===== config.mk =====
export PLATFORM = sky130hd
export DESIGN_NAME = control_unit
export DESIGN_NICKNAME = d
export VERILOG_FILES = /design/src/rtl/cpu_pkg.sv /design/src/rtl/instr_class_decode.sv /design/src/rtl/control_unit.sv
export SDC_FILE = /design/constraint.sdc
export NUM_CORES = 1
export LEC_CHECK = 0
export BUFFER_PORTS_ARGS = -buffer_cell sky130_fd_sc_hd__buf_2
export CAP_MARGIN = 20
export CORE_ASPECT_RATIO = 0.75
export CORE_MARGIN = 2
export CORE_UTILIZATION = 41
export CTS_CLUSTER_DIAMETER = 120
export DETAILED_ROUTE_END_ITERATION = 12
export GPL_TIMING_DRIVEN = 0
export PLACE_DENSITY = 0.86
export SLEW_MARGIN = 5
export SYNTH_ARGS = -nofsm -noshare
export SYNTH_HDL_FRONTEND = slang
export SYNTH_HIERARCHICAL = 1
export SYNTH_SLANG_ARGS = --single-unit

===== constraint.sdc =====
create_clock -name Clock -period 4.7 [get_ports Clock]
set_input_delay 0.94 -clock Clock [delete_from_list [all_inputs] [get_ports Clock]]
set_output_delay 0.94 -clock Clock [all_outputs]
set_load 0.05 [all_outputs]

===== src/rtl/cpu_pkg.sv =====
// Shared constants for the hardwired control sequencer: opcodes, FSM state
// encoding and the instruction classes that select an execute sequence.
package cpu_pkg;

  localparam logic [4:0] OP_ADD  = 5'b00011;
  localparam logic [4:0] OP_SUB  = 5'b00100;
  localparam logic [4:0] OP_AND  = 5'b00101;
  localparam logic [4:0] OP_OR   = 5'b00110;
  localparam logic [4:0] OP_SHR  = 5'b00111;
  localparam logic [4:0] OP_SHRA = 5'b01000;
  localparam logic [4:0] OP_SHL  = 5'b01001;
  localparam logic [4:0] OP_ROR  = 5'b01010;
  localparam logic [4:0] OP_ROL  = 5'b01011;
  localparam logic [4:0] OP_ADDI = 5'b01100;
  localparam logic [4:0] OP_ANDI = 5'b01101;
  localparam logic [4:0] OP_ORI  = 5'b01110;
  localparam logic [4:0] OP_MUL  = 5'b01111;
  localparam logic [4:0] OP_DIV  = 5'b10000;
  localparam logic [4:0] OP_NEG  = 5'b10001;
  localparam logic [4:0] OP_NOT  = 5'b10010;
  localparam logic [4:0] OP_NOP  = 5'b11010;
  localparam logic [4:0] OP_HALT = 5'b11011;

  localparam logic [3:0] S_IDLE   = 4'd0;
  localparam logic [3:0] S_T0     = 4'd1;
  localparam logic [3:0] S_T1     = 4'd2;
  localparam logic [3:0] S_T2     = 4'd3;
  localparam logic [3:0] S_T3     = 4'd4;
  localparam logic [3:0] S_T4     = 4'd5;
  localparam logic [3:0] S_T5     = 4'd6;
  localparam logic [3:0] S_T6     = 4'd7;
  localparam logic [3:0] S_HALTED = 4'd8;

  typedef enum logic [2:0] {
    RTYPE,
    IMM,
    MULDIV,
    UNARY,
    NOP,
    HALT
  } instr_class_t;

endpackage


===== src/rtl/instr_class_decode.sv =====
// Maps an opcode to the execute-sequence class; unknown opcodes run as nop.
module instr_class_decode
  import cpu_pkg::*;
(
  input  logic [4:0]   opcode,
  output instr_class_t iclass
);

  always_comb begin
    iclass = NOP;
    case (opcode)
      OP_ADD, OP_SUB, OP_AND, OP_OR, OP_SHR,
      OP_SHRA, OP_SHL, OP_ROR, OP_ROL:   iclass = RTYPE;
      OP_ADDI, OP_ANDI, OP_ORI:          iclass = IMM;
      OP_MUL, OP_DIV:                    iclass = MULDIV;
      OP_NEG, OP_NOT:                    iclass = UNARY;
      OP_HALT:                           iclass = HALT;
      default:                           iclass = NOP;
    endcase
  end

endmodule


===== src/rtl/control_unit.sv =====
// Moore control sequencer: fetch through T0-T2, then a per-class T3-T6 execute
// sequence. Outputs depend only on state, the first-T1 flag and the IR class.
module control_unit
  import cpu_pkg::*;
#(
  parameter int OPW = 5
) (
  input  logic           Clock,
  input  logic           Resetn,
  input  logic [31:0]    IR,
  input  logic           MemReady,
  input  logic           Stop,
  output logic           PCout,
  output logic           Zhighout,
  output logic           Zlowout,
  output logic           MDRout,
  output logic           HIout,
  output logic           LOout,
  output logic           Cout,
  output logic           MARin,
  output logic           Zin,
  output logic           PCin,
  output logic           MDRin,
  output logic           IRin,
  output logic           Yin,
  output logic           HIin,
  output logic           LOin,
  output logic           Gra,
  output logic           Grb,
  output logic           Grc,
  output logic           Rin,
  output logic           Rout,
  output logic           IncPC,
  output logic           Read,
  output logic [OPW-1:0] alu_op,
  output logic           Run,
  output logic [3:0]     state_dbg
);

  logic [3:0]   state;
  logic [3:0]   state_next;
  logic         t1_wait;
  logic [4:0]   opcode;
  instr_class_t iclass;
  logic [3:0]   done_next;
  logic         ir_unused;

  assign opcode    = IR[31:27];
  assign ir_unused = ^IR[26:0];
  assign state_dbg = state;

  instr_class_decode u_decode (
    .opcode (opcode),
    .iclass (iclass)
  );

  // Stop is only honoured on the last execute step of an instruction.
  assign done_next = Stop ? S_HALTED : S_T0;

  always_comb begin
    state_next = state;
    case (state)
      S_IDLE: state_next = S_T0;
      S_T0:   state_next = S_T1;
      S_T1:   state_next = MemReady ? S_T2 : S_T1;
      S_T2:   state_next = S_T3;
      S_T3: begin
        case (iclass)
          NOP:     state_next = done_next;
          HALT:    state_next = S_HALTED;
          default: state_next = S_T4;
        endcase
      end
      S_T4:   state_next = (iclass == UNARY) ? done_next : S_T5;
      S_T5:   state_next = (iclass == MULDIV) ? S_T6 : done_next;
      S_T6:   state_next = done_next;
      S_HALTED: state_next = S_HALTED;
      default:  state_next = S_IDLE;
    endcase
  end

  always_ff @(posedge Clock or negedge Resetn) begin
    if (!Resetn) begin
      state   <= S_IDLE;
      t1_wait <= 1'b0;
    end else begin
      state   <= state_next;
      t1_wait <= (state == S_T1) && !MemReady;
    end
  end

  // Gating on Resetn keeps every strobe low the instant reset asserts.
  always_comb begin
    PCout = 1'b0; Zhighout = 1'b0; Zlowout = 1'b0; MDRout = 1'b0;
    HIout = 1'b0; LOout = 1'b0; Cout = 1'b0;
    MARin = 1'b0; Zin = 1'b0; PCin = 1'b0; MDRin = 1'b0; IRin = 1'b0;
    Yin = 1'b0; HIin = 1'b0; LOin = 1'b0;
    Gra = 1'b0; Grb = 1'b0; Grc = 1'b0; Rin = 1'b0; Rout = 1'b0;
    IncPC = 1'b0; Read = 1'b0;
    alu_op = '0;
    Run = 1'b0;
    if (Resetn) begin
      Run = (state != S_IDLE) && (state != S_HALTED);
      case (state)
        S_T0: begin
          PCout = 1'b1; MARin = 1'b1; IncPC = 1'b1; Zin = 1'b1;
        end
        S_T1: begin
          Zlowout = 1'b1; PCin = !t1_wait; Read = 1'b1; MDRin = 1'b1;
        end
        S_T2: begin
          MDRout = 1'b1; IRin = 1'b1;
        end
        S_T3: begin
          case (iclass)
            RTYPE, IMM: begin Grb = 1'b1; Rout = 1'b1; Yin = 1'b1; end
            MULDIV:     begin Gra = 1'b1; Rout = 1'b1; Yin = 1'b1; end
            UNARY: begin
              Grb = 1'b1; Rout = 1'b1; Zin = 1'b1; alu_op = OPW'(opcode);
            end
            default: ;
          endcase
        end
        S_T4: begin
          case (iclass)
            RTYPE:  begin Grc = 1'b1; Rout = 1'b1; Zin = 1'b1; alu_op = OPW'(opcode); end
            IMM:    begin Cout = 1'b1; Zin = 1'b1; alu_op = OPW'(opcode); end
            MULDIV: begin Grb = 1'b1; Rout = 1'b1; Zin = 1'b1; alu_op = OPW'(opcode); end
            UNARY:  begin Zlowout = 1'b1; Gra = 1'b1; Rin = 1'b1; end
            default: ;
          endcase
        end
        S_T5: begin
          case (iclass)
            RTYPE, IMM: begin Zlowout = 1'b1; Gra = 1'b1; Rin = 1'b1; end
            MULDIV:     begin Zlowout = 1'b1; LOin = 1'b1; end
            default: ;
          endcase
        end
        S_T6: begin
          if (iclass == MULDIV) begin
            Zhighout = 1'b1; HIin = 1'b1;
          end
        end
        default: ;
      endcase
    end
  end

endmodule


# ---- Word-level counts from Yosys, hierarchy flattened
# Memory sizes are Yosys's and may differ from the RTL's.
# Cells that the tools add are included.
dict set report word_totals {
  ff_bits 5
  mem_bits_ro 96
  in_bits 36
  wordCells 79
  mem_count 1
}
# memory words word_bits rd rd_clocked_by_memory_dff write_ports line
set mem_list {}
lappend mem_list {{(no name shown)} 32 3 1 0 0 instr_class_decode.sv:11} ;# case (opcode)
dict set report classes {
  n_eq_ne 14
  muxes 50
  n_reduce_logical 12
}
# cell count
set op_table {}
lappend op_table {{$pmux 4 s9} 1}
lappend op_table {{$mux 1} 35}
lappend op_table {{$eq 4x3->1 const B} 4}
lappend op_table {{$mux 5} 3}
lappend op_table {{$mux 4} 3}
lappend op_table {{$pmux 5 s2} 1}
lappend op_table {{$pmux 1 s3} 3}
lappend op_table {{$eq 4x2->1 const B} 2}
lappend op_table {{$pmux 4 s2} 1}
lappend op_table {{$eq 3x2->1 const B} 2}
lappend op_table {{$eq 3x3->1 const B} 2}
lappend op_table {{$pmux 1 s2} 3}
lappend op_table {{$reduce_or 3->1} 2}
lappend op_table {{$eq 4x1->1 const B} 1}
lappend op_table {{$eq 4x4->1 const B} 1}
lappend op_table {{$logic_not 4->1} 1}
lappend op_table {{$ne 4x4->1 const B} 1}
lappend op_table {{$reduce_bool 4->1} 1}
lappend op_table {{$reduce_or 2->1} 2}
lappend op_table {{$reduce_or 4->1} 1}
lappend op_table {{$eq 3x1->1 const B} 1}
lappend op_table {{$logic_not 3->1} 1}
lappend op_table {{$logic_and 1x1->1} 2}
lappend op_table {{$logic_not 1->1} 2}

# ---- Depth between registers and ports, before layout
# Gate-level depths: netlist of run 1.
# An unclocked memory read counts as a cell.
dict set report logic_depth {
  ltp_word 6
  depth_mapped 9
}

# ---- By module
# The synthesis of run 1 kept the hierarchy.
# module instances cells_per_inst area_per_inst_um2 seq_area_each_um2
set by_module_without_submodules {}
lappend by_module_without_submodules {control_unit 1 88 700.7 125.1}
lappend by_module_without_submodules {instr_class_decode 1 11 88.8 0.0}

# ---- Worst setup path after synthesis of run 1
# No wires, ideal clock.
dict set report synth_timing {
  path_kind {in2out}
  start {in IR[27]}
  end {out Cout}
  arrival_ps 3446
  setup_slack_ps 314
  stages 5
  n_path_buf 1
  path_cell_list {ha_1 o32ai_1 buf_2 inv_1 nor4_1}
}
dict set report synth_via {
  elab_chain_cells 5
}
# element line
set synth_lines {}
lappend synth_lines {{start: declaration} control_unit.sv:10} ;# input logic [31:0] IR,
lappend synth_lines {{$mem_v2 32x3} n/a}
lappend synth_lines {{via iclass[0]} control_unit.sv:44} ;# instr_class_t iclass;
lappend synth_lines {{$eq 3x1->1} control_unit.sv:125} ;# case (iclass)
lappend synth_lines {{$mux 1} control_unit.sv:125}
lappend synth_lines {{$mux 1} control_unit.sv:104} ;# case (state)
lappend synth_lines {{$mux 1} control_unit.sv:102} ;# if (Resetn) begin
lappend synth_lines {{end: declaration} control_unit.sv:19} ;# output logic Cout,
# The timed path passes the listed nets, and every way through them passes these cells.

# ---- Final worst setup path of run 1
dict set report layout_timing {
  start {in IR[27]}
  end {out Zlowout}
}
dict set report layout_via {
  elab_chain_cells 6
}
# element line
set layout_lines {}
lappend layout_lines {{$mem_v2 32x3 (*)} n/a}
lappend layout_lines {{via iclass[0]} control_unit.sv:44}
lappend layout_lines {{$eq 3x2->1 (tied with other cells)} control_unit.sv:134} ;# case (iclass)
lappend layout_lines {{$reduce_or 3->1 (no line)} n/a}
lappend layout_lines {{$mux 1} control_unit.sv:134}
lappend layout_lines {{$pmux 1 s3 (*)} control_unit.sv:104}
lappend layout_lines {{$mux 1 (*)} control_unit.sv:102}
lappend layout_lines {{end: declaration} control_unit.sv:15} ;# output logic Zlowout,
# The timed path passes the listed nets; every way through them passes the cells marked *.

==> results of run 1 <==
[per-stage QoR]
step	utilization [%]	area, um^2	setup slack [ns]
global placement	57.0	1010	0.896
detailed placement	57.0	1010	0.815
global route	58.5	1040	0.633
CTS	58.5	1040	0.816
finish	58.5	1040	0.800
floorplan	-	793	0.314
[layout make-up]
class                   instances  area share, %
plain buffers                  12           10.4
clock buffers                   4           2.53
inverters                       6           2.17
multi-input cells              77           51.9
flip-flops and latches          5           12.1
well taps                      22           2.65
repair buffers                 38           18.3
[critical path, delay by kind of cell]
kind	cells	cell delay (ns)
AOI/OAI and AO/OA	3	0.81
adders and majority gates	1	0.22
and+or+nand+nor	2	0.25
buffers and inverters	3	0.73
[cell usage after synthesis (all sizes together)]
| cell | number |
|---|---|
| a21oi | 4 |
| a22o | 1 |
| a31oi | 1 |
| a32o | 1 |
| a32oi | 2 |
| and2 | 5 |
| buf | 10 |
| clkbuf | 2 |
| conb | 1 |
| dfrtp | 5 |
| ha | 2 |
| inv | 6 |
| mux2i | 1 |
| nand2 | 6 |
| nand2b | 5 |
| nand3 | 2 |
| nand4b | 1 |
| nor2 | 11 |
| nor2b | 3 |
| nor3 | 5 |
| nor3b | 1 |
| nor4 | 4 |
| o2111ai | 1 |
| o21ai | 2 |
| o221a | 2 |
| o22a | 2 |
| o22ai | 2 |
| o31ai | 1 |
| o32ai | 1 |
| o41ai | 1 |
| or2 | 1 |
| or2b | 1 |
| or3 | 2 |
| or3b | 1 |
| xnor2 | 3 |
[cell families after synthesis]
logic type / synth area share, %
and+or+nand+nor: 38.4
AOI/OAI and AO/OA: 21.1
buffers and inverters: 16.5
DFF: 15.8
xor gates and xnor gates: 3.33
adders and majority gates: 3.17
other: 0.475
muxes: 1.27
[worst min-delay path by stage]
| stage | from | endpoint | slack (ns) | cells after the start |
|---|---|---|---|---|
| 4_1_cts | Resetn | t1_wait$_DFF_PN0_ | 0.52 | 1 |
| 2_1_floorplan | Resetn | state_dbg[0]$_DFF_PN0_ | 0.64 | 0 |
| 3_3_place_gp | state_dbg[2]$_DFF_PN0_ | t1_wait$_DFF_PN0_ | 0.62 | 2 |
| 6_report | Resetn | t1_wait$_DFF_PN0_ | 0.53 | 1 |
| 3_5_place_dp | state_dbg[2]$_DFF_PN0_ | t1_wait$_DFF_PN0_ | 0.63 | 2 |
| 5_1_grt | Resetn | t1_wait$_DFF_PN0_ | 0.52 | 1 |
[state kept, by name, summed over array words and instances (netlist names)]
register,count
state_dbg,4
t1_wait,1
[report_power, final]
group	leakage, nW	total (W)	switching [W]	internal (W)
sequential	0.0643	0.0000887	0.0000284	0.0000603
combinational	0.458	0.000459	0.000304	0.000155
clock	0.0150	0.0000523	0.0000200	0.0000323
total	0.538	0.000600	0.000353	0.000247
[metal layers]
layer | vias to the layer above | global-route usage (%)
li1 | 435 | -
met1 | 394 | 21.3
met2 | 42 | 29.0
met3 | 0 | 5.36
met4 | 0 | 5.50
met5 | - | 0
==> out/metrics.sh, run 1 <==
FINALCRITPERIODSHARE_PCT=83.0
HOLD_VIOL_FINAL=0
CTS.ROOT.BUFFER_CELL='clkbuf_4'
DESIGN.DIE.AREA_UM2=2300
OUTCOME='complete, no violations'
WORST_SETUP_PATH_START_KIND='input port'
LAYOUT.CELLS.MOST_COMMON='buf_2'
CLKSLEWWORSTSETUPHOLDPATHS_NS=0.05
CLOCK-SKEW-FINAL_NS=0.00769
VDD_IR_DROP_MAX_mV=0.334
SYNTH_AREA_UM2=790
GP_CONGESTION=0.872
CTS.SINKS=5
DRIVE_GT1_SHARE_PCT=46.5
ANTENNA_CELLS=0
POWER_W=0.000600
POWER_DENSITY_nW_PER_UM2=579
POST_LAYOUT_NONFILLER_INSTANCES=164
IO_PINS=68
SLEW_HEADROOM_PCT=60.5
FLOORPLAN.CORE_AREA_UM2=1770
WORST_PIN_SLEW_NS=0.591
NFILLCELLS=162
SYNTH.YOSYS.WARNINGS=6
WORST_R2R_ENDPOINT='state_dbg[0]$_DFF_PN0_'
GATE_COUNT_AFTER_TECHNOLOGY_MAPPING=99
SETUP.WORST_PATH.START='IR[27]'
TOP_SIGNAL_LAYER_USED='met3'
CLKLATENCYLATEPIN_NS=0.25
REGTOREGSTARTPOINT='state_dbg[0]$_DFF_PN0_'
YOSYS_REGISTER_BITS=5
ROUTE.DETAILED.WL_PER_INST_UM=11.9
ROUTED-WL-MET3_UM=162
FINALNETCOUNT=181
PLACE.PORT_BUFFERS=38
POWER.STATIC_LEAKAGE_nW=0.538
REG2REG_SETUP_SLACK_NS=3.44
START_UTIL_PCT=44.5
CTS_MAX_PATH_BUFFERS=2
TOP_POST_SYNTHESIS_CELLS_BY_AREA='dfrtp_1 (16%), buf_4 (6.7%), nand2b_4 (5.2%), nor2_1 (4.3%), and2_1 (4.0%)'
TOTALWIRELENGTH_UM=1950
MULTI_INPUT_AREA_UM2=538
CP.REQUIRED_NS=3.76
CLOCK.FMAX_MHz=256
CRIT_CHAIN='buf_2, ha_1, o32ai_1, buf_2, nand4b_1, nor2_1, a31oi_1, o31ai_1, buf_2'
SETUP_VIOL=0
HP-CLASS='in2async'
SEQ_AREA_FRAC_SYNTH_PCT=15.8
FINAL_WORST_HOLD_SLACK_NS=0.526
NUM_ROWS=13
CTS_RESIZED=0
DIE_X_UM=54.7
WIRELENGTH_MET1_UM=870
MEAN_NUMBER_OF_VIAS_PER_CELL=5.31
MAX_CAP_VIOL_COUNT=0
NETLIST.TOP_CELL.BY_AREA='dfrtp_1'
YOSYSTOPAREACELLSHARE_PCT=15.8
TRITONCTS_CLOCK_TREE='built'
RSZ0062_AT_GRT='no'
GRT_START_MAX_NET_PINS=11
NUMBER_OF_ANTENNA_VIOLATIONS_AT_THE_FIRST_CHECK_IN_GLOBAL_ROUTING=0
DIE_H_UM=42.0
SYNTHDISTINCTLIBCELLS=44
PLACE_INST=160
LAYOUT-AREA-OVERHEAD-VS-SYNTH_PCT=31.4
FIRST_GLOBAL_VIAS=746
FINALMAXSLEWVIOLATIONS=0
MOST-COMMON-LAYOUT-CELLS='buf_2 (39), nor2_1 (9), buf_4 (7), nand2_1 (6)'
WORST-SETUP-PATH-TYPE='in2out'
WORST_PATH_LARGEST_CELL_DELAY_NS=0.57
FIRST_ITER_VIOLATIONS=39
CRITPATHARRIVALTIME_NS=2.96
ENDPOINT='Zlowout'
CP_SLOWEST_CELL='o32ai_1'
SYN-MEAN-INSTANCE-AREA_UM2=7.97
CPMOSTUSEDCELL='buf_2'
DETAILEDROUTE.FIRSTPASSITERATIONCOUNT=4
CRITPATHMAXFANOUT=10
RR_WORST_DEPTH=4
ROUTE.ANTENNA.REMAINING_NETS=0
POST-ROUTE-MIN-PERIOD_NS=3.90
GLOBALROUTE.TOTALOVERFLOW=0
VIAS=871
GROUTE.USAGE.OVERALL_PCT=17.6
CTSHOLDBUFFERS=0
FIRST_PASS_GRT_WIRE_LENGTH_UM=3040
ENDPOINT_KIND='output pin'
FINAL-SEQ-AREA_UM2=125
CTS_BUFFERS=3
DETAIL_ROUTE.DRC_VIOLATIONS=0
CLOCK_TREE.HTREE_LEVEL_COUNT=1
POSTCTSSETUPREPAIRBUFS=0
FIN_SETUP_TNS_NS=0
DP_HPWL_UM=1540
MET2ROUTEDLENGTH_UM=920
Power figures use the tool's default switching activity.
==> run 2, diff against run 1 <==
--- a/config.mk
+++ b/config.mk
@@ -5,15 +5,16 @@
 export SDC_FILE = /design/constraint.sdc
 export NUM_CORES = 1
 export LEC_CHECK = 0
+export ABC_AREA = 1
 export BUFFER_PORTS_ARGS = -buffer_cell sky130_fd_sc_hd__buf_2
 export CAP_MARGIN = 20
 export CORE_ASPECT_RATIO = 0.75
 export CORE_MARGIN = 2
-export CORE_UTILIZATION = 41
+export CORE_UTILIZATION = 38
 export CTS_CLUSTER_DIAMETER = 120
 export DETAILED_ROUTE_END_ITERATION = 12
 export GPL_TIMING_DRIVEN = 0
-export PLACE_DENSITY = 0.86
+export PLACE_DENSITY = 0.8
 export SLEW_MARGIN = 5
 export SYNTH_ARGS = -nofsm -noshare
 export SYNTH_HDL_FRONTEND = slang
==> constraint.sdc (replaced) <==
create_clock -name Clock -period 3.95 [get_ports Clock]
set_input_delay 0.79 -clock Clock [delete_from_list [all_inputs] [get_ports Clock]]
set_output_delay 0.79 -clock Clock [all_outputs]
set_load 0.05 [all_outputs]
==> out/metrics.sh, run 2 <==
CP.BUFFERS_INVERTERS=4  # +1
CTS_MAX_PATH_BUFFERS=2  # unchanged
WORST_PATH_LARGEST_CELL_DELAY_NS=0.28  # -0.29 ns
ANTENNA_CELLS=0  # unchanged
VDD_IR_DROP_MAX_mV=0.429  # +28%
WIRELENGTH_MET1_UM=964  # +11%
REG2REG_SETUP_SLACK_NS=2.72  # -0.72 ns
CLOCK.FMAX_MHz=315
WORST-SETUP-PATH-TYPE='in2out'
RR_WORST_DEPTH=5  # +1
CLKLATENCYLATEPIN_NS=0.25  # about the same
FINALMAXSLEWVIOLATIONS=0  # unchanged
SEQ_AREA_FRAC_SYNTH_PCT=15.8  # unchanged
ENDPOINT='Zhighout'
CTSHOLDBUFFERS=0  # unchanged
GLOBALROUTE.TOTALOVERFLOW=0  # unchanged
POWER.STATIC_LEAKAGE_nW=0.689  # +28%
GRT_START_MAX_NET_PINS=13  # +2
SYNTHDISTINCTLIBCELLS=19  # -57%
LARGEST_REGISTER_FFS=4  # unchanged
FIRST_PASS_GRT_WIRE_LENGTH_UM=3300  # +8.4%
PLACE.PORT_BUFFERS=38  # unchanged
DRIVE_GT1_SHARE_PCT=35.9  # -11 points
TRITONCTS_CLOCK_TREE='built'
MAX_CAP_VIOL_COUNT=0  # unchanged
GP_CONGESTION=0.802  # -8.0%
HP-CLASS='in2async'
CRITPATHARRIVALTIME_NS=2.38  # -0.58 ns
START_UTIL_PCT=39.9  # -4.6 points
VIAS=980  # +13%
CTS_RESIZED=0  # unchanged
PRE_CTS_WS_NS=0.793  # -0.0218 ns
SYNTH_TOP_CELLS_BY_COUNT='nand2_1 (37), inv_1 (26), nor2_1 (14), nand3_1 (13), nor2_2 (9)'
MOST-COMMON-LAYOUT-CELLS='buf_2 (38), nand2_1 (37), inv_1 (26), nor2_1 (14), nand3_1 (13)'
GROUTE.USAGE.OVERALL_PCT=16.7  # -0.89 points
FIRST_ITER_VIOLATIONS=58  # +49%
CP.REQUIRED_NS=3.16  # -0.60 ns
FINALNETCOUNT=223  # +23%
CLOCK-SKEW-FINAL_NS=0.00578  # -0.00191 ns
FLOORPLAN.CORE_AREA_UM2=1980  # +12%
POST_LAYOUT_NONFILLER_INSTANCES=208  # +27%
ROUTED-WL-MET3_UM=197  # +22%
DP_HPWL_UM=1630  # +5.9%
DESIGN.DIE.AREA_UM2=2460  # +7.2%
NETLIST.TOP_CELL.BY_AREA='nand2_1'
POWER_DENSITY_nW_PER_UM2=579  # about the same
ASYNC_FLOP_SHARE_PCT=100  # unchanged
YOSYSTOPAREACELLSHARE_PCT=17.6  # +1.7 points
GATE_COUNT_AFTER_TECHNOLOGY_MAPPING=141  # +42%
WORST_R2R_ENDPOINT='state_dbg[0]$_DFF_PN0_'
DESIGN_AREA_UM2=1040  # +0.24%
DIE_H_UM=43.5  # +3.5%
IO_PINS=68  # unchanged
TOTALWIRELENGTH_UM=2000  # +2.4%
POSTCTSSETUPREPAIRBUFS=0  # unchanged
SETUP_VIOL=0  # unchanged
CLKSLEWWORSTSETUPHOLDPATHS_NS=0.05  # about the same
SYNTH-EDFF-COUNT=0  # unchanged
DPL-INSTANCE-AREA_UM2=1010  # +0.25%
CP_SLOWEST_CELL='ha_1'
MEAN_NUMBER_OF_VIAS_PER_CELL=4.71  # -11%
SETUP.WORST_PATH.START='IR[27]'
TOP_SIGNAL_LAYER_USED='met3'
SYNTH.YOSYS.WARNINGS=6  # unchanged
NFILLCELLS=205  # +27%
WORST_SETUP_PATH_START_KIND='input port'
CP.DEPTH=11  # +2
CTS_BUFFERS=3  # unchanged
PLACE_INST=204  # +28%
MET2ROUTEDLENGTH_UM=836  # -9.1%
PRIMARY_FF_MASTER_SYNTH='dfrtp_1'
MULTI_INPUT_AREA_UM2=510  # -5.1%
REGTOREGSTARTPOINT='state_dbg[2]$_DFF_PN0_'
POST-ROUTE-MIN-PERIOD_NS=3.17
NUMBER_OF_ANTENNA_VIOLATIONS_AT_THE_FIRST_CHECK_IN_GLOBAL_ROUTING=0  # unchanged
HOLD_VIOL_FINAL=0  # unchanged
LAYOUT-AREA-OVERHEAD-VS-SYNTH_PCT=31.7
CLOCK_TREE.HTREE_LEVEL_COUNT=1  # unchanged
RSZ0062_AT_GRT='no'
SYNTHMOSTINSTANTIATEDCELL='nand2_1'
OUTCOME='complete, no violations'
ROUTE.DETAILED.WL_PER_INST_UM=9.61  # -19%
LAYOUT.CELLS.MOST_COMMON='buf_2'
YOSYS_REGISTER_BITS=5  # unchanged
DIE_X_UM=56.6  # +3.6%
FINALCRITPERIODSHARE_PCT=80.4
DETAILEDROUTE.FIRSTPASSITERATIONCOUNT=4  # unchanged
FINALWORSTSETUPSLACK_NS=0.775  # -0.0245 ns
ENDPOINT_KIND='output pin'
CRITPATHMAXFANOUT=5  # -5
CRITPATHTOPFAMILY='buffers and inverters'
DETAIL_ROUTE.DRC_VIOLATIONS=0  # unchanged
SYNTH_AREA_UM2=790  # unchanged
FINAL-SEQ-AREA_UM2=125  # unchanged
CTS.SINKS=5  # unchanged
TOP_POST_SYNTHESIS_CELLS_BY_AREA='nand2_1 (18%), dfrtp_1 (16%), inv_1 (12%), nand3_1 (8.2%), nor2_2 (7.1%)'
FIN_SETUP_TNS_NS=0  # unchanged
POWER_W=0.000602  # +0.25%
NUM_ROWS=14  # +1
CRIT_CHAIN='buf_2, ha_1, nand2_1, nand2_1, nand2_1, nand2_1, inv_1, nand2_1, nor3_1, buf_4, buf_2'
CPMOSTUSEDCELL='nand2_1'
SYN-MEAN-INSTANCE-AREA_UM2=5.60  # -30%
ROUTE.ANTENNA.REMAINING_NETS=0  # unchanged
CTS.ROOT.BUFFER_CELL='clkbuf_4'
FIRST_GLOBAL_VIAS=777  # +4.2%
## run 2: cell count changes after synthesis, sizes merged, moves of 3 or more
| cell | change |
|---|---|
| nand2b | -5 |
| xnor2 | -3 |
| o21ai | +3 |
| nand2 | +36 |
| inv | +22 |
| nor2 | +14 |
| nand3 | +11 |
| nand4 | +4 |
| nor2b | -3 |
| buf | -3 |
| nor4 | -4 |
| and2 | -4 |
## run 2: where the power goes
part           internal, W  total (W)  switching (W)
clock            0.0000383  0.0000602      0.0000220
sequential       0.0000715  0.0000983      0.0000268
combinational     0.000107   0.000443       0.000336
total             0.000217   0.000602       0.000385
## run 2: layout make-up
| class | instances | share of cell area, % |
|---|---|---|
| tap | 24 | 2.89 |
| sequential | 5 | 12.0 |
| clock buffer | 4 | 2.53 |
| timing repair buffer | 38 | 18.3 |
| inverter | 28 | 10.1 |
| buffer | 7 | 5.05 |
| multi-input combinational | 102 | 49.1 |
## run 2: cell families after synthesis
group	count (synthesis)	synth area share, %
flops	5	15.8
fa+ha+maj	2	3.17
other cells	1	0.475
simple gates	90	55.5
buf+inv	35	20.0
compound gates	8	5.07
## run 2: worst min path at each step
stage | start | end | slack [ns] | cells past startpoint
3_3_place_gp | Resetn | state_dbg[2]$_DFF_PN0_ | 0.67 | 1
6_report | Resetn | state_dbg[3]$_DFF_PN0_ | 0.40 | 1
5_1_grt | Resetn | t1_wait$_DFF_PN0_ | 0.40 | 1
3_5_place_dp | state_dbg[3]$_DFF_PN0_ | state_dbg[3]$_DFF_PN0_ | 0.65 | 4
2_1_floorplan | Resetn | state_dbg[0]$_DFF_PN0_ | 0.49 | 0
4_1_cts | Resetn | state_dbg[3]$_DFF_PN0_ | 0.41 | 1
## run 2: through the flow
stage	hold slack, ns	utilization (%)
6_report	0.404	52.5
5_1_grt	0.404	52.5
4_1_cts	0.408	52.5
3_5_place_dp	0.651	51.2
3_3_place_gp	0.670	51.2
2_1_floorplan	0.494	-
## run 2: per-layer routing
layer	global-route usage [%]	vias up
met5	0	-
met4	2.86	0
met3	3.88	0
met2	23.7	48
met1	25.8	420
li1	-	512
==> run 3, diff against run 2 <==
==> constraint.sdc (replaced) <==
create_clock -name Clock -period 3.3 [get_ports Clock]
set_input_delay 0.66 -clock Clock [delete_from_list [all_inputs] [get_ports Clock]]
set_output_delay 0.66 -clock Clock [all_outputs]
set_load 0.05 [all_outputs]
==> out/metrics.sh, run 3 (synthesis results as in run 2) <==
POWER.SWITCHING_FRACTION_PCT=63.7  # -0.30 points
FIRST_PASS_GRT_WIRE_LENGTH_UM=3310  # +0.42%
REG2REG_SETUP_SLACK_NS=2.08  # -0.64 ns
DIE_H_UM=43.5  # unchanged
VIAS=947  # -3.4%
DIE_X_UM=56.6  # unchanged
LAYOUT.CELLS.MOST_COMMON='buf_2'
RSZ0062_AT_GRT='no'
POSTCTSSETUPREPAIRBUFS=0  # unchanged
MAX_CAP_VIOL_COUNT=0  # unchanged
ROUTE.DETAILED.WL_PER_INST_UM=9.18  # -4.4%
START_UTIL_PCT=39.9  # unchanged
OUTCOME='complete, no violations'
FIRST_ITER_VIOLATIONS=23  # -60%
ENDPOINT_KIND='output pin'
LAYOUT-AREA-OVERHEAD-VS-SYNTH_PCT=32.3
CP.REQUIRED_NS=2.64  # -0.52 ns
GP_CONGESTION=0.809  # +0.90%
DESIGN_AREA_UM2=1040  # +0.48%
POWER_FRAC_CLOCK_PCT=9.7  # -0.3 points
TOTALWIRELENGTH_UM=1910  # -4.4%
DPL-INSTANCE-AREA_UM2=1020  # +0.49%
POWER_W=0.000714  # +19%
CTS_RESIZED=0  # unchanged
FINAL-SEQ-AREA_UM2=125  # unchanged
FINAL_WORST_HOLD_SLACK_NS=0.285  # -0.120 ns
FIRST_GLOBAL_VIAS=762  # -1.9%
CRITPATHMAXFANOUT=5  # unchanged
FINALCRITPERIODSHARE_PCT=87.1
MOST-COMMON-LAYOUT-CELLS='buf_2 (38), nand2_1 (37), inv_1 (26), nor2_1 (14), nand3_1 (13)'
CTS.SINKS=5  # unchanged
FLOORPLAN.CORE_AREA_UM2=1980  # unchanged
NUMBER_OF_ANTENNA_VIOLATIONS_AT_THE_FIRST_CHECK_IN_GLOBAL_ROUTING=0  # unchanged
FINALMAXSLEWVIOLATIONS=0  # unchanged
CLOCK_TREE.HTREE_LEVEL_COUNT=1  # unchanged
DP_HPWL_UM=1570  # -3.7%
TRITONCTS_CLOCK_TREE='built'
COMB_POWER_SHARE_PCT=74.1  # +0.4 points
SETUP_VIOL=0  # unchanged
FIN_SETUP_TNS_NS=0  # unchanged
CELL_INTERNAL_PWR_W=0.000259  # +20%
FINALNETCOUNT=223  # unchanged
IO_PINS=68  # unchanged
CTS_BUFFERS=3  # unchanged
POWER.STATIC_LEAKAGE_nW=0.689  # about the same
CLKSLEWWORSTSETUPHOLDPATHS_NS=0.04  # about the same
MEAN_NUMBER_OF_VIAS_PER_CELL=4.55  # -3.4%
HOLD_VIOL_FINAL=0  # unchanged
CTS.ROOT.BUFFER_CELL='clkbuf_4'
GRT_START_MAX_NET_PINS=13  # unchanged
CLOCK.FMAX_MHz=348
GLOBALROUTE.TOTALOVERFLOW=0  # unchanged
CTS_MAX_PATH_BUFFERS=2  # unchanged
DRIVE_GT1_SHARE_PCT=36.4  # +0.54 points
POWER_DENSITY_nW_PER_UM2=684  # +18%
CLOCK-SKEW-FINAL_NS=0.00267  # -0.00311 ns
ANTENNA_CELLS=0  # unchanged
POST-ROUTE-MIN-PERIOD_NS=2.87
DETAILEDROUTE.FIRSTPASSITERATIONCOUNT=4  # unchanged
WORST_SETUP_PATH_START_KIND='input port'
DETAIL_ROUTE.DRC_VIOLATIONS=0  # unchanged
CLKLATENCYLATEPIN_NS=0.24  # about the same
HP-CLASS='in2async'
DESIGN.DIE.AREA_UM2=2460  # unchanged
CTSHOLDBUFFERS=0  # unchanged
MULTI_INPUT_AREA_UM2=515  # +0.98%
LARGEST_REGISTER_FFS=4  # unchanged
NUM_ROWS=14  # unchanged
NET-SWITCHING-POWER_W=0.000455  # +18%
WORST-SETUP-PATH-TYPE='in2out'
CRITPATHARRIVALTIME_NS=2.21  # -0.17 ns
NFILLCELLS=205  # unchanged
ROUTE.ANTENNA.REMAINING_NETS=0  # unchanged
GROUTE.USAGE.OVERALL_PCT=16.4  # -0.32 points
PLACE.PORT_BUFFERS=38  # unchanged
PWR-SHARE-SEQ_PCT=16.2  # about the same
VDD_IR_DROP_MAX_mV=0.443  # +3.3%
-- run 3: power by group through the flow --
stage / clock network, W / logic [W] / registers, W
2_1_floorplan: 0 / 0.000358 / 0.000180
3_3_place_gp: 0 / 0.000527 / 0.000116
3_5_place_dp: 0 / 0.000528 / 0.000116
4_1_cts: 0.0000723 / 0.000530 / 0.000116
5_1_grt: 0.0000788 / 0.000571 / 0.000119
6_report: 0.0000692 / 0.000530 / 0.000116
-- run 3: final timing paths --
| path | start | end | depth (start not counted) |
|---|---|---|---|
| min in group Clock | MemReady | t1_wait$_DFF_PN0_ | 2 |
| setup / recovery | IR[27] | Gra | 14 |
| max in group asynchronous | Resetn | state_dbg[0]$_DFF_PN0_ | 1 |
| setup reg to reg | state_dbg[2]$_DFF_PN0_ | state_dbg[0]$_DFF_PN0_ | 5 |
| hold / removal | Resetn | state_dbg[1]$_DFF_PN0_ | 1 |
| hold reg to reg | state_dbg[3]$_DFF_PN0_ | state_dbg[3]$_DFF_PN0_ | 4 |
-- run 3: area by class of cell --
type	count	share of cell area, %
well taps	24	2.87
repair buffers	38	18.2
inverters	28	10.1
multi-input cells	102	49.3
clock buffers	4	2.51
plain buffers	7	5.03
flip-flops and latches	5	12.0
-- run 3: layer usage --
metal	global-route usage, %	share of wire [%]
met1	26.9	51
met2	22.6	41
met3	3.88	8.1
met4	0	0
met5	0	0
-- run 3: stage by stage --
stage	std cells	util, %	setup slack (ns)
2_1_floorplan	142	-	0.140
3_3_place_gp	204	51.5	0.450
3_5_place_dp	204	51.5	0.449
4_1_cts	208	52.8	0.448
6_report	208	52.8	0.425
5_1_grt	208	52.8	0.248
-- run 3: critical path, stage by stage --
cell and delay, ns:
buf_2 0.12, ha_1 0.28, nand2_1 0.06, nand2_1 0.04, nand2_1 0.05, nand2_1 0.10
inv_1 0.17, nand3_1 0.13, inv_1 0.13, nand2_1 0.06, nand3_1 0.06, nand2_1 0.05
inv_1 0.05, buf_2 0.25
